`src/rtl/alu_pkg.sv`:
```
// Shared opcode, state and output-select definitions for the sequenced ALU.
package alu_pkg;

  localparam logic [2:0] FS_ADD = 3'b000;
  localparam logic [2:0] FS_SUB = 3'b001;
  localparam logic [2:0] FS_SRA = 3'b010;
  localparam logic [2:0] FS_SRL = 3'b011;
  localparam logic [2:0] FS_SLL = 3'b100;
  localparam logic [2:0] FS_AND = 3'b101;
  localparam logic [2:0] FS_OR  = 3'b110;
  localparam logic [2:0] FS_ILL = 3'b111;

  typedef enum logic [1:0] {
    ST_IDLE  = 2'd0,
    ST_SHIFT = 2'd1,
    ST_DONE  = 2'd2
  } state_t;

  localparam logic [1:0] OSEL_ADD   = 2'd0;
  localparam logic [1:0] OSEL_SHIFT = 2'd1;
  localparam logic [1:0] OSEL_LOGIC = 2'd2;
  localparam logic [1:0] OSEL_ERR   = 2'd3;

endpackage

```
`src/rtl/alu_seq_decode.sv`:
```
// Function-select decoder: turns the 3-bit FS opcode into datapath controls.
module alu_seq_decode
  import alu_pkg::*;
(
  input  logic [2:0] FS,
  output logic       BSEL,
  output logic       CISEL,
  output logic [1:0] OSEL,
  output logic       SHIFT_LA,
  output logic       SHIFT_LR,
  output logic       LOGICAL_OA,
  output logic       IS_SHIFT,
  output logic       ILLEGAL
);

  // SHIFT_LA = arithmetic fill, SHIFT_LR = right shift, LOGICAL_OA = OR (else AND)
  always_comb begin
    BSEL       = 1'b0;
    CISEL      = 1'b0;
    OSEL       = OSEL_ADD;
    SHIFT_LA   = 1'b0;
    SHIFT_LR   = 1'b0;
    LOGICAL_OA = 1'b0;
    IS_SHIFT   = 1'b0;
    ILLEGAL    = 1'b0;
    case (FS)
      FS_ADD: OSEL = OSEL_ADD;
      FS_SUB: begin
        OSEL  = OSEL_ADD;
        BSEL  = 1'b1;
        CISEL = 1'b1;
      end
      FS_SRA: begin
        OSEL     = OSEL_SHIFT;
        IS_SHIFT = 1'b1;
        SHIFT_LA = 1'b1;
        SHIFT_LR = 1'b1;
      end
      FS_SRL: begin
        OSEL     = OSEL_SHIFT;
        IS_SHIFT = 1'b1;
        SHIFT_LR = 1'b1;
      end
      FS_SLL: begin
        OSEL     = OSEL_SHIFT;
        IS_SHIFT = 1'b1;
      end
      FS_AND: OSEL = OSEL_LOGIC;
      FS_OR: begin
        OSEL       = OSEL_LOGIC;
        LOGICAL_OA = 1'b1;
      end
      default: begin
        OSEL    = OSEL_ERR;
        ILLEGAL = 1'b1;
      end
    endcase
  end

endmodule

```
`src/rtl/alu_seq.sv`:
```
// Handshaked ALU: single-cycle add/sub/logic, multi-cycle shifts at STEP bits per cycle.
module alu_seq
  import alu_pkg::*;
#(
  parameter int WIDTH = 16,
  parameter int STEP  = 1,
  parameter int SHW   = $clog2(WIDTH)
) (
  input  logic             clk,
  input  logic             rst,
  input  logic             in_valid,
  output logic             in_ready,
  input  logic [2:0]       FS,
  input  logic [WIDTH-1:0] A,
  input  logic [WIDTH-1:0] B,
  output logic             out_valid,
  input  logic             out_ready,
  output logic [WIDTH-1:0] Y,
  output logic             COUT,
  output logic             OVF,
  output logic             ZERO,
  output logic             ERR
);

  localparam logic [SHW:0] STEP_C = (SHW+1)'(STEP);

  state_t state_q, state_d;

  logic [SHW:0]       remain_q, remain_d;
  logic [WIDTH-1:0]   work_q;
  logic               right_q, arith_q;
  logic [WIDTH-1:0]   y_q;
  logic               cout_q, ovf_q, zero_q, err_q;

  logic               bsel, cisel, shiftLa, shiftLr, logicalOa, isShift, illegal;
  logic [1:0]         osel;

  logic               accept, shiftLoad;
  logic [SHW-1:0]     shamt;
  logic [WIDTH-1:0]   bOp;
  logic [WIDTH:0]     sum;
  logic               addOvf;
  logic [WIDTH-1:0]   logicRes;
  logic [WIDTH-1:0]   acceptY;
  logic               acceptCout, acceptOvf;
  logic [SHW:0]       stepAmt;
  logic [WIDTH-1:0]   shiftRes, preShift;
  logic               shiftOut;

  alu_seq_decode u_decode (
    .FS         (FS),
    .BSEL       (bsel),
    .CISEL      (cisel),
    .OSEL       (osel),
    .SHIFT_LA   (shiftLa),
    .SHIFT_LR   (shiftLr),
    .LOGICAL_OA (logicalOa),
    .IS_SHIFT   (isShift),
    .ILLEGAL    (illegal)
  );

  assign in_ready  = (state_q == ST_IDLE) && !rst;
  assign accept    = in_valid && in_ready;
  assign shamt     = B[SHW-1:0];
  assign shiftLoad = isShift && (shamt != '0);

  assign bOp      = bsel ? ~B : B;
  assign sum      = {1'b0, A} + {1'b0, bOp} + (WIDTH+1)'(cisel);
  assign addOvf   = (A[WIDTH-1] == bOp[WIDTH-1]) && (sum[WIDTH-1] != A[WIDTH-1]);
  assign logicRes = logicalOa ? (A | B) : (A & B);

  always_comb begin
    acceptY    = '0;
    acceptCout = 1'b0;
    acceptOvf  = 1'b0;
    case (osel)
      OSEL_ADD: begin
        acceptY    = sum[WIDTH-1:0];
        acceptCout = sum[WIDTH];
        acceptOvf  = addOvf;
      end
      OSEL_SHIFT: acceptY = A;
      OSEL_LOGIC: acceptY = logicRes;
      default:    acceptY = '0;
    endcase
  end

  // preShift stops one bit short so its edge bit is the last bit shifted out
  always_comb begin
    stepAmt  = (remain_q > STEP_C) ? STEP_C : remain_q;
    remain_d = remain_q - stepAmt;
    shiftRes = '0;
    preShift = '0;
    shiftOut = 1'b0;
    if (right_q) begin
      if (arith_q) begin
        shiftRes = $signed(work_q) >>> stepAmt;
        preShift = $signed(work_q) >>> (stepAmt - 1'b1);
      end else begin
        shiftRes = work_q >> stepAmt;
        preShift = work_q >> (stepAmt - 1'b1);
      end
      shiftOut = preShift[0];
    end else begin
      shiftRes = work_q << stepAmt;
      preShift = work_q << (stepAmt - 1'b1);
      shiftOut = preShift[WIDTH-1];
    end
  end

  always_ff @(posedge clk) begin
    if (rst) state_q <= ST_IDLE;
    else     state_q <= state_d;
  end

  always_comb begin
    state_d = state_q;
    case (state_q)
      ST_IDLE:  if (accept) state_d = shiftLoad ? ST_SHIFT : ST_DONE;
      ST_SHIFT: if (remain_d == '0) state_d = ST_DONE;
      ST_DONE:  if (out_ready) state_d = ST_IDLE;
      default:  state_d = ST_IDLE;
    endcase
  end

  // Result registers move only at accept, on the final shift step, or at reset
  always_ff @(posedge clk) begin
    if (rst) begin
      remain_q <= '0;
      work_q   <= '0;
      right_q  <= 1'b0;
      arith_q  <= 1'b0;
      y_q      <= '0;
      cout_q   <= 1'b0;
      ovf_q    <= 1'b0;
      zero_q   <= 1'b0;
      err_q    <= 1'b0;
    end else if (accept) begin
      remain_q <= {1'b0, shamt};
      work_q   <= A;
      right_q  <= shiftLr;
      arith_q  <= shiftLa;
      if (!shiftLoad) begin
        y_q    <= acceptY;
        cout_q <= acceptCout;
        ovf_q  <= acceptOvf;
        zero_q <= (acceptY == '0);
        err_q  <= illegal;
      end
    end else if (state_q == ST_SHIFT) begin
      remain_q <= remain_d;
      work_q   <= shiftRes;
      if (remain_d == '0) begin
        y_q    <= shiftRes;
        cout_q <= shiftOut;
        ovf_q  <= 1'b0;
        zero_q <= (shiftRes == '0);
        err_q  <= 1'b0;
      end
    end
  end

  assign out_valid = (state_q == ST_DONE);
  assign Y         = y_q;
  assign COUT      = cout_q;
  assign OVF       = ovf_q;
  assign ZERO      = zero_q;
  assign ERR       = err_q;

endmodule

```
`config.mk`:
```
export PLATFORM = sky130hd
export DESIGN_NAME = alu_seq
export DESIGN_NICKNAME = d
export VERILOG_FILES = /design/src/rtl/alu_pkg.sv /design/src/rtl/alu_seq_decode.sv /design/src/rtl/alu_seq.sv
export SDC_FILE = /design/constraint.sdc
export NUM_CORES = 1
export LEC_CHECK = 0
export BUFFER_PORTS_ARGS = -buffer_cell sky130_fd_sc_hd__buf_2
export CAP_MARGIN = 0
export CORE_ASPECT_RATIO = 2
export CORE_MARGIN = 2
export CORE_UTILIZATION = 49
export CTS_BUF_LIST = sky130_fd_sc_hd__clkbuf_4 sky130_fd_sc_hd__clkbuf_8
export DETAILED_ROUTE_END_ITERATION = 10
export GPL_ROUTABILITY_DRIVEN = 0
export PLACE_DENSITY_LB_ADDON = 0.15
export REMOVE_ABC_BUFFERS = 1
export SETUP_SLACK_MARGIN = 0.05
export SYNTH_ARGS = -nofsm -noshare
export SYNTH_HDL_FRONTEND = slang
export SYNTH_SLANG_ARGS = --single-unit
```
`constraint.sdc`:
```
create_clock -name clk -period 4.68 [get_ports clk]
set_input_delay 0 -clock clk [delete_from_list [all_inputs] [get_ports clk]]
set_output_delay 0 -clock clk [all_outputs]
set_load 0.03 [all_outputs]
```
# == Yosys cells after proc, flatten, opt, wreduce, memory -nomap -nowiden ==
# Cells that the tools add are included.
# totals
ff_bits,45
in_bits,39
# op_classes
add_sub_neg,4
order_cmp,1
eq_ne,16
shifts,6
muxes,44
bitwise,3
reduce_logical,22
# ops
op,count
16-bit 2-to-1 mux,10
16-bit one-hot mux with 3 select lines,1
16-bit zero test,2
16-bit by 5-bit << shifter with 16-bit output,2
1-bit 2-to-1 mux,24
16-bit by 16-bit adder with 17-bit output,1
17-bit by 1-bit adder with 17-bit output,1
16-bit bitwise AND,1
16-bit inverter,1
16-bit bitwise OR,1
16-bit by 5-bit >> shifter with 1-bit output,1
16-bit by 5-bit >> shifter with 16-bit output,1
16-bit by 5-bit >>> shifter with 1-bit output,1
16-bit by 5-bit >>> shifter with 16-bit output,1
2-bit one-hot mux with 3 select lines,2
"3-bit equality test, second input constant",3
2-bit 2-to-1 mux,4
4-bit 2-to-1 mux,2
2-bit OR reduction,4
7-bit OR reduction,1
"3-bit by 2-bit equality test with 1-bit output, second input constant",2
"2-bit != test, second input constant",3
3-bit AND reduction,2
"5-bit by 1-bit > comparator with 1-bit output, second input constant",1
17 further kinds,24

# == Longest topological paths before layout ==
# logic_depth
ltp_word,10
depth_mapped,14
depth_no_buf,12

# == Cells and area by module ==
# From an unflattened synthesis, not the netlist that was laid out.
# hier_totals
hier_cells,544
hier_area_um2,3998.8
# by_module_without_submodules
mod,n_inst,cells_per_inst,area_each_um2,seq_area_each_um2
alu_seq,1,532,3917.5,900.9
alu_seq_decode,1,12,81.3,0.0

# == Least setup slack after synthesis ==
# OpenSTA, ideal clock, no wires.
# synth_timing
path_kind,input to register
from,in FS[1]
to,"reg zero_q, in the netlist ZERO"
arrival_ns,2.914
t_required_ns,4.563
slack_ns,1.648
path_stages,14
path_buffers,3
cell_sequence,buf_2 -> nor3b_2 -> buf_4 -> buf_1 -> xor2_1 -> fa_1 -> a211oi_1 -> o211a_1 -> o21ai_1 -> a31oi_1 -> or4b_1 -> nand3_1 -> nor4_2 -> a32o_1
# synth_via
elab_chain_cells,9
word_cells_on_any_way,28
# synth_rtl
item,line,rtl
"start, declared",alu_seq.sv:13,"input logic [2:0] FS,"
3-bit by 1-bit equality test with 1-bit output,alu_seq_decode.sv:26,case (FS)
1-bit 2-to-1 mux,alu_seq_decode.sv:26,
16-bit 2-to-1 mux,alu_seq.sv:67,assign bOp = bsel ? ~B : B;
16-bit by 16-bit adder with 17-bit output,alu_seq.sv:68,"assign sum = {1'b0, A} + {1'b0, bOp} + (WIDTH+1)'(cisel);"
17-bit by 1-bit adder with 17-bit output,alu_seq.sv:68,
16-bit one-hot mux with 3 select lines,alu_seq.sv:76,case (osel)
16-bit zero test,alu_seq.sv:147,zero_q <= (acceptY == '0);
1-bit 2-to-1 mux,alu_seq.sv:143,if (!shiftLoad) begin
1-bit 2-to-1 mux,alu_seq.sv:138,end else if (accept) begin
"end signal, assigned",alu_seq.sv:147,
"end signal, assigned",alu_seq.sv:157,zero_q <= (shiftRes == '0);
"end, declared",alu_seq.sv:33,"logic cout_q, ovf_q, zero_q, err_q;"
# Parallel ways exist; a longest one is shown, timed or not. The select of a mux whose other input is x is not followed.
# A chain may end at the register's enable or synchronous reset.

# == Worst setup path after layout ==
# layout_timing
from,in FS[0]
to,"reg y_q[15], in the netlist Y[15]"
# layout_via
elab_chain_cells,8
word_cells_on_any_way,27
# layout_rtl
item,line,rtl
3-bit by 1-bit equality test with 1-bit output,alu_seq_decode.sv:26,
1-bit 2-to-1 mux,alu_seq_decode.sv:26,
16-bit 2-to-1 mux,alu_seq.sv:67,
16-bit by 16-bit adder with 17-bit output,alu_seq.sv:68,
17-bit by 1-bit adder with 17-bit output,alu_seq.sv:68,
16-bit one-hot mux with 3 select lines,alu_seq.sv:76,
16-bit 2-to-1 mux,alu_seq.sv:143,
16-bit 2-to-1 mux,alu_seq.sv:138,
"end signal, assigned",alu_seq.sv:144,y_q <= acceptY;
"end signal, assigned",alu_seq.sv:154,y_q <= shiftRes;
"end, declared",alu_seq.sv:32,logic [WIDTH-1:0] y_q;
# Parallel ways exist; a longest one is shown, timed or not. The select of a mux whose other input is x is not followed.

==> metrics.md <==
| Metric | Value |
|---|---|
| F_max | 306 MHz |
| Total GRT Usage | 28.7% |
| Final ANT Viol Nets | 0 |
| Initial drt markers | 421 |
| Cell mode on critical path | nor4_1 |
| DR pass1 iterations | 7 |
| Startpoint Class | input pin |
| TritonCTS buffer count | 5 |
| Later-pin clock latency in the skew report | 0.32 ns |
| Static leakage | 1.81 nW |
| Detailed Route WL | 13,700 um |
| Final setup fails | 0 |
| Post-synthesis sequential area ratio | 21.2% |
| Tmin final | 3.27 ns |
| Synth area leader | dfxtp_1 |
| Cells after Synth | 577 |
| IO Count | 61 |
| Slew headroom | 29.2% |
| Root Buffer | clkbuf_8 |
| Initial core utilization | 49.8% |
| CP endpoint kind | flop |
| Filler cells | 875 |
| Routed via count | 4,647 |
| Part of the cycle the worst path needs | 69.9% |
| Fin nets | 675 |
| Vias per cell | 6.52 |
| ANT cells | 0 |
| Sequential share of power | 33.1% |
| CTS tree | done |
| Hold Fails Final Rpt | 0 |
| Power share of the combinational group | 43.0% |
| Class of the worst hold path | in -> reg |
| Power Dens Cells | 290 mW/mm^2 |
| Status | completed |
| Worst VDD drop | 131 uV |
| DIE AREA | 0.00947 sq mm |
| Int Pwr | 807 uW |
| Largest fanout on the critical path | 22 |
| P_sw | 549 uW |
| Core Util, Final | 54.9% |
| Layout cells sized above 1 | 15.3% |
| WS Path Type | in -> reg |
| Netlist cell types | 74 |
| Syn. warnings | 0 |
| Initial antenna violation count | 0 |
| Cell family with most CP delay | simple AND/OR/NAND/NOR gates |
| Core Footprint | 0.00853 sq mm |
| Synthesized cell area | 0.00425 sq mm |
| Largest net degree at the start of global routing | 47 |
| DPL Wire Length | 10,500 um |
| Die W | 69.8 um |
| Async S/R FF share, synth | 0% |
| Final Skew | 0.0139 ns |
| Clock sinks | 45 |
| Clock share of power | 23.9% |
| Max incr delay on CP | 0.58 ns |
| DRC errors left | 0 |
| Buffer and inverter count on the worst path | 2 |
| Critical path required time | 4.85 ns |
| Placement Rows | 48 |
| IO buf count | 60 |
| Vias in the first global route | 4,322 |
| Global-route wire length before repair | 21,700 um |
| RSZ-0062 raised after global routing | no |
| Critical Path AT | 3.45 ns |
| Worst slew pin tran | 1.06 ns |
| Post-synth EDFFs | 0 |
| Setup_tns | 0 ns |
| Clk pin slew, worst setup/hold paths | 0.10 ns |
| Net Sw Frac | 40.5% |
| Area share of the largest cell type after synthesis | 21.2% |
| Gr ovfl total | 0 |
| WL/cell | 19.2 um |
| Post-synth top flop | dfxtp_1 |
| Count of pins over their slew limit | 0 |
| Die H | 136 um |
| Highest-delay cell along the critical path | nor4_1 |
| Seq cells post-synth | 45 |
| Longest Clk Path Bufs | 2 |
| Syn_area_per_cell | 7.36 sq um |
| H-tree depth | 2 |
| Area Overhead vs Synth | 10.2% |
| CP cell instances | buf_2 -> nor3b_2 -> buf_4 -> xor2_1 -> ha_1 -> a21oi_1 -> nor2b_1 -> nor4_1 -> a21oi_4 -> o31a_1 -> nor4_1 -> o41ai_2 |
| Ranking of synthesized cells by area | dfxtp_1 21%, ha_1 6.8%, a21oi_1 6.7% |
| MaxCap Viol Count | 0 |
-- power by group through the flow --
stage                     clock network (mW)  registers [mW]  logic [mW]
final                                  0.325           0.448       0.583
after floorplan                            0           0.477       0.369
after CTS                              0.327           0.447       0.578
after detailed placement                   0           0.456       0.575
after global routing                   0.337           0.452       0.638
after global placement                     0           0.455       0.566
-- cells by family (layout without fill, tap and decap cells) --
group / Yosys count / in the layout / synth area share [%]
simple gates: 222 / 222 / 25.2
xor+xnor: 24 / 24 / 4.95
compound gates: 193 / 193 / 30.8
flops: 45 / 45 / 21.2
other cells: 1 / 1 / 0.0883
buf+inv: 47 / 83 / 4.89
fa+ha+maj: 24 / 24 / 7.25
mux: 21 / 21 / 5.60
-- metal layers --
layer / track usage, % / share of wire [%]
met1: 31.3 / 38
met2: 54.2 / 53
met3: 1.71 / 4.6
met4: 15.4 / 4.2
met5: 0 / 0
-- flip-flops by register name, summed over array words and instances (netlist names) --
register,flops
state_q,2
OVF,1
Y,16
ERR,1
COUT,1
work_q,16
arith_q,1
right_q,1
ZERO,1
remain_q,5
-- metrics by stage --
stage	hold WS (ns)	power (mW)	instance area (sq um)	worst slack, ns	cells
floorplan	0.0679	0.846	4070	1.49	537
global placement	0.267	1.02	4550	1.26	704
detailed placement	0.270	1.03	4550	1.13	704
CTS	0.0102	1.35	4680	1.46	713
global route	0.0456	1.43	4680	1.20	713
finish	0.0116	1.36	4680	1.41	713
-- cells in the mapped netlist (3+ instances only) --
library cell / instances
a211oi_1: 8
a21o_1: 6
a21oi_1: 57
a221oi_1: 7
a22oi_1: 11
a2bb2oi_1: 3
a311oi_1: 7
a31oi_1: 9
and2_1: 3
buf_1: 4
buf_2: 10
buf_4: 3
clkbuf_1: 22
dfxtp_1: 45
ha_1: 23
inv_1: 6
mux2i_1: 17
nand2_1: 66
nand2b_1: 6
nand3_1: 10
nand3b_1: 4
nand4_1: 7
nand4b_1: 5
nor2_1: 73
nor2b_1: 12
nor3_1: 10
nor3_2: 3
nor4_1: 7
o211ai_1: 9
o21a_1: 3
o21ai_0: 22
o21ai_1: 3
o221ai_1: 9
o22ai_1: 10
o31ai_1: 6
xnor2_1: 6
xor2_1: 18
-- tightest hold or removal path, stage by stage --
cell and delay, ns:
buf_2 0.14, a221oi_1 0.09, nor2_1 0.08
-- area by class of cell --
type,count,area (sq um),area share [%]
tap,100,125,2.67
clock buffer,7,90.1,1.92
timing repair buffer,68,363,7.75
multi-input combinational,485,3150,67.2
sequential,45,901,19.2
inverter,7,26.3,0.561
clock inverter,1,30.0,0.642
-- worst paths after layout --
path,from,end,slack [ns],cells after the start
worst min-delay path,A[14],work_q[14],0.01,3
worst min register to register,Y[13],Y[13],0.46,2
worst max register to register,remain_q[1],ZERO,1.95,9
worst max-delay path,FS[0],Y[15],1.41,12
-- repair_timing --
item / 4_1_cts / 5_1_grt
gates resized for setup: 0 / 0
endpoints found under the hold margin: 1 / 0
setup buffers: 0 / 0
hold buffers: 1 / 0
-- cell usage in the layout, fill, tap and decap left out, types with 10 or more instances in the layout --
cell / count
nor2_1: 73
nand2_1: 66
buf_2: 60
a21oi_1: 57
dfxtp_1: 45
ha_1: 23
o21ai_0: 22
xor2_1: 18
mux2i_1: 17
nor2b_1: 12
a22oi_1: 11
nand3_1: 10
nor3_1: 10
No activity file was read; power rests on OpenSTA's default activity.
